--- config.mk ---
export PLATFORM = sky130hd
export DESIGN_NAME = cmp_arbiter
export DESIGN_NICKNAME = d
export VERILOG_FILES = /design/src/rtl/cmp_arbiter.sv
export SDC_FILE = /design/constraint.sdc
export NUM_CORES = 1
export LEC_CHECK = 0
export CAP_MARGIN = 15
export CORE_MARGIN = 10
export CORE_UTILIZATION = 38
export CTS_BUF_LIST = sky130_fd_sc_hd__clkbuf_4 sky130_fd_sc_hd__clkbuf_8
export CTS_CLUSTER_DIAMETER = 30
export DETAILED_ROUTE_END_ITERATION = 8
export PLACE_DENSITY = 0.83
export SLEW_MARGIN = 5
export SYNTH_ARGS = -nofsm -noshare
export SYNTH_HDL_FRONTEND = slang
export SYNTH_SLANG_ARGS = --single-unit
--- constraint.sdc ---
create_clock -name clk -period 1.7 [get_ports clk]
set_input_delay 0.51 -clock clk [delete_from_list [all_inputs] [get_ports clk]]
set_output_delay 0.51 -clock clk [all_outputs]
set_load 0.005 [all_outputs]
--- src/rtl/cmp_arbiter.sv ---
// Two-requester round-robin arbiter and sequencer for the shared ALU compare path.
// Each accepted op drives the ALU for one cycle, then strobes the registered result back to its owner.
module cmp_arbiter #(
  parameter int unsigned WIDTH = 32,
  parameter int unsigned FUNW  = 6
) (
  input  logic             clk,
  input  logic             reset,
  input  logic             flush,
  input  logic             req0_valid,
  output logic             req0_ready,
  input  logic [WIDTH-1:0] req0_A,
  input  logic [WIDTH-1:0] req0_B,
  input  logic [FUNW-1:0]  req0_ALUFun,
  input  logic             req0_Sign,
  input  logic             req1_valid,
  output logic             req1_ready,
  input  logic [WIDTH-1:0] req1_A,
  input  logic [WIDTH-1:0] req1_B,
  input  logic [FUNW-1:0]  req1_ALUFun,
  input  logic             req1_Sign,
  output logic [WIDTH-1:0] alu_A,
  output logic [WIDTH-1:0] alu_B,
  output logic [FUNW-1:0]  alu_ALUFun,
  output logic             alu_Sign,
  input  logic             alu_S,
  output logic             rsp0_valid,
  output logic             rsp0_S,
  output logic             rsp1_valid,
  output logic             rsp1_S,
  output logic             busy
);

  typedef enum logic [1:0] {
    ST_IDLE = 2'd0,
    ST_EXEC = 2'd1,
    ST_RESP = 2'd2
  } state_t;

  state_t           r_state;
  logic             r_prio;
  logic             r_owner;
  logic             r_res;
  logic [WIDTH-1:0] r_a;
  logic [WIDTH-1:0] r_b;
  logic [FUNW-1:0]  r_fun;
  logic             r_sign;

  logic w_win;
  logic w_gnt0;
  logic w_gnt1;
  logic w_resp;

  // Accept window excludes EXEC; gating on reset keeps ready low while reset is held.
  assign w_win  = reset & ~flush & (r_state != ST_EXEC);
  assign w_gnt0 = w_win & req0_valid & (~req1_valid | ~r_prio);
  assign w_gnt1 = w_win & req1_valid & (~req0_valid |  r_prio);
  assign w_resp = (r_state == ST_RESP) & ~flush;

  assign req0_ready = w_gnt0;
  assign req1_ready = w_gnt1;
  assign rsp0_valid = w_resp & ~r_owner;
  assign rsp1_valid = w_resp &  r_owner;
  assign rsp0_S     = r_res;
  assign rsp1_S     = r_res;
  assign busy       = (r_state != ST_IDLE);
  assign alu_A      = r_a;
  assign alu_B      = r_b;
  assign alu_ALUFun = r_fun;
  assign alu_Sign   = r_sign;

  always_ff @(posedge clk or negedge reset) begin
    if (!reset) begin
      r_state <= ST_IDLE;
      r_prio  <= 1'b0;
      r_owner <= 1'b0;
      r_res   <= 1'b0;
      r_a     <= '0;
      r_b     <= '0;
      r_fun   <= '0;
      r_sign  <= 1'b0;
    end else begin
      if (w_gnt0 | w_gnt1) begin
        r_a     <= w_gnt1 ? req1_A      : req0_A;
        r_b     <= w_gnt1 ? req1_B      : req0_B;
        r_fun   <= w_gnt1 ? req1_ALUFun : req0_ALUFun;
        r_sign  <= w_gnt1 ? req1_Sign   : req0_Sign;
        r_owner <= w_gnt1;
        r_prio  <= ~w_gnt1;
      end
      if ((r_state == ST_EXEC) && !flush) begin
        r_res <= alu_S;
      end
      // Grant implies the window is open, so it can never fire from EXEC.
      if (flush) begin
        r_state <= ST_IDLE;
      end else if (w_gnt0 | w_gnt1) begin
        r_state <= ST_EXEC;
      end else if (r_state == ST_EXEC) begin
        r_state <= ST_RESP;
      end else begin
        r_state <= ST_IDLE;
      end
    end
  end

endmodule
# After elaboration in Yosys (flattened, before gate mapping)
# Cells that the tools add are included.
# word_totals
reg_bits,76
inputBits,148
out_inout_bits,78
wordCells,39
# op_classes
eq_ne,3
mux,7
bitwise_logic,18
reduce_logical,3
# ops
operator,n
32-bit 2-to-1 mux,2
1-bit AND,9
2-bit 2-to-1 mux,3
6-bit 2-to-1 mux,1
1-bit NOT,6
1-bit OR,3
"2-bit by 1-bit == test with 1-bit output, second input constant",1
"2-bit == test, second input constant",1
"2-bit by 1-bit inequality test with 1-bit output, second input constant",1
2-bit nonzero test,1
1-bit logical AND,1
1-bit zero test,1
1-bit 2-to-1 mux,1

# Longest topological paths before layout
# depth
word_depth,8
depth_mapped,5
mapped_depth_nobuf,3

# Least setup slack after synthesis
# No wires, ideal clock.
# synth_timing
path_kind,input -> output
start,in req0_valid
end,out req0_ready
t_arrival_ns,1.164
required_ns,1.190
slack_ns,0.026
cell_stages,4
cell_sequence,a21bo_2 buf_4 clkbuf_1 nor2_1
# synth_via
elab_chain_len,2
# synth_rtl
element,line,text
start: declaration,10,"input logic req0_valid,"
1-bit AND (2 in series),56,assign w_gnt0 = w_win & req0_valid & (~req1_valid | ~r_prio);
end: declaration,11,"output logic req0_ready,"
# Every way passes these cells.

# Worst setup path after layout
# layout_timing
start,in flush
end,out req0_ready
# layout_via
elab_chain_len,5
# layout_rtl
element,line,text
start: declaration,9,"input logic flush,"
1-bit NOT,55,assign w_win = reset & ~flush & (r_state != ST_EXEC);
1-bit AND (2 in series),55,
1-bit AND (2 in series),56,
# Every way passes these cells.

==> reports/summary.txt <==
Status: finished with violations
Failing checks: negative setup slack
Setup CP Type: primary input to primary output
DRC: 0
Internal power: 4.17 mW
ANT cells: 0
GRT busiest layer: met2
Max-cap violations: 0
WP data required: 1.19 ns
Comb pwr share: 0.350
Per-cell routed wire length: 23.0 um
CTS root buf: clkbuf_8
Routability Congestion: 0.746
GRT met1 Usage: 0.205
CTS Hold Bufs: 0
CTS tree: built
RSZ-0062 raised after global routing: true
Psw: 1.68 mW
Most common cell after layout, fill and taps aside: clkdlybuf4s50_1
Clk buf depth: 2
Final Cycle Share: 1.06
Reg power frac: 0.413
Asr flop ratio synth: 1.00
Die width: 117 um
Clock net sink count: 76
Synth cell types: 25
Die span in y: 117 um
Final hold violation count: 0
Final hold slack: 0.111 ns
IO Pins: 226
Initial Utilization: 0.387
Mapped Cells: 278
Final clock skew: 0.0131 ns
Setup Viol. Count Final: 5
Worst slack, placed: -0.825 ns
Pwr per Cell Area: 930 nW/um^2
Hold Path Class: primary input to async pin
Worst vdd ir: 0.463 mV
Highest-count cells in the layout ignoring fill and taps: clkdlybuf4s50_1 (143), dfrtp_1 (76), dlygate4sd2_1 (75), o32ai_1 (71), a2bb2oi_1 (65)
Final setup margin: -0.110 ns
Routed wire length: 14,300 um
CP arrival: 1.30 ns
Routing usage on met2: 0.336
Synth top area share: 0.534
Row count: 35
Synth area leaders: dfrtp_1 (53%), o32ai_1 (17%), a2bb2oi_1 (16%), buf_6 (2.2%), a2bb2oi_2 (2.1%)
Avg Cell Area, Syn: 12.8 sq um
CTS Buf Count: 9
Switching Share: 0.287
Power share of the clock group: 0.237
Cell area after synthesis: 3560 sq um
Detailed-router iteration count before antenna repair: 4
#FFs+latches synth: 76
Min cycle time layout: 1.81 ns
Total Nets Final: 654
Worst-path clk slew: 0.08 ns
Clk Latency, worst-skew pair: 0.33 ns
Max Fclk: 553 MHz
Worst-path fanout max: 3
Share of cells above drive strength 1: 0.137
Rel. slew slack: 0.393
Final HPWL DP: 10,200 um
Vias: 3,584
Seq/Total Area, Yosys: 0.534
Port bufs: 225
Die area: 13,600 sq um
Leakage: 2.47 nW
CP endpoint kind: primary output
Antenna violations before repair: 0
Inst Count DP: 595
Post-synth EDFFs: 0
CP startpoint kind: primary input
GRT overflow: 0
Core Area: 9200 sq um
Largest net degree at the start of global routing: 74
P&R area growth vs syn: 76.6%
1st-iter DRT viols: 169
Vias in the first global route: 3,816
First-pass GRT wire length: 20,200 um
H-tree levels: 3
Leading area contributor after synthesis: dfrtp_1
Syn_nets: 426
Slew Viols, Final: 0
M3 GR Usage: 0.0663
Post-route ant nets: 0
Final Non-Filler Cells: 622
Main flop type after synthesis: dfrtp_1
Via density: 5.76
Total Routing Usage GR: 0.188
Actual slew at the worst max-slew pin: 0.910 ns
Synth warn: 0
==> worst max-delay path: stages <==
cell and delay (ns):
clkdlybuf4s15_1 0.19, nand2b_4 0.15, or2_4 0.25, nor2_1 0.08, buf_2 0.12
==> stage by stage <==
step / util / TNS [ns] / total power, mW / instance area (sq um)
final: 0.683 / -0.452 / 5.85 / 6280
after global routing: 0.683 / -0.970 / 6.17 / 6280
after CTS: 0.663 / -0.467 / 5.83 / 6100
after detailed placement: 0.650 / -44.48 / 4.72 / 5980
after global placement: 0.650 / -37.26 / 4.65 / 5980
after floorplan: - / 0 / 3.27 / 3560
==> power groups by stage <==
stage | clock (mW) | combinational, mW | sequential, mW
finish | 1.39 | 2.05 | 2.41
global route | 1.50 | 2.21 | 2.46
CTS | 1.41 | 2.02 | 2.41
detailed placement | 0 | 2.26 | 2.45
global placement | 0 | 2.21 | 2.43
floorplan | 0 | 0.804 | 2.46
==> routing by layer <==
layer  vias up  share of wire  routed length, um
met1      1783           0.38               5420
met5         -              0                  0
met3        17          0.084               1200
met4         0          0.014                206
met2       150           0.52               7510
li1       1634              -                  -
==> path summary, 6_finish.rpt <==
path | cells past startpoint | endpoint | slack (ns) | startpoint
max | 5 | req0_ready | -0.11 | flush
min | 2 | alu_B[12] | 0.11 | reset
max reg2reg | 7 | alu_A[19] | 0.02 | r_state[1]
min reg2reg | 1 | alu_A[9] | 0.52 | alu_A[9]
max in group asynchronous | 3 | r_prio | 0.50 | reset
min in group clk | 1 | alu_A[9] | 0.52 | alu_A[9]
==> logic make-up (layout without fill, tap and decap cells) <==
family / Yosys count / in the layout / share of synthesized area
mux: 1 / 1 / 0.00316
flops: 76 / 76 / 0.534
compound gates: 147 / 147 / 0.369
buf+inv: 39 / 272 / 0.0608
simple gates: 15 / 15 / 0.0323
==> Yosys cell counts (all sizes together) (2+ instances only) <==
cell type  count
clkbuf        20
o32ai         71
or2            2
a2bb2oi       71
nand2b         3
nor2           4
buf           18
dfrtp         76
nor2b          3
==> timing repair <==
item,4_1_cts,5_1_grt
setup endpoints to repair,150,51
buffers inserted,3,3
gates resized for setup,100,8
endpoints found under the hold margin,0,0
pin swaps,3,1
cloned,0,6
==> sequential cells by signal, summed over array words and instances (netlist names) <==
| name | count |
|---|---|
| alu_A | 32 |
| alu_B | 32 |
| alu_ALUFun | 6 |
| r_state | 2 |
| alu_Sign | 1 |
| r_owner | 1 |
| r_prio | 1 |
| rsp0_S | 1 |
==> layout make-up <==
cell class              count  area [sq um]
fillers                   719          2910
repair buffers            255          2560
well taps                 111           139
clock inverters             4          48.8
inverters                   1          3.75
flip-flops and latches     76          1900
clock buffers              12           153
multi-input cells         163          1480
Power figures use the tool's default switching activity.
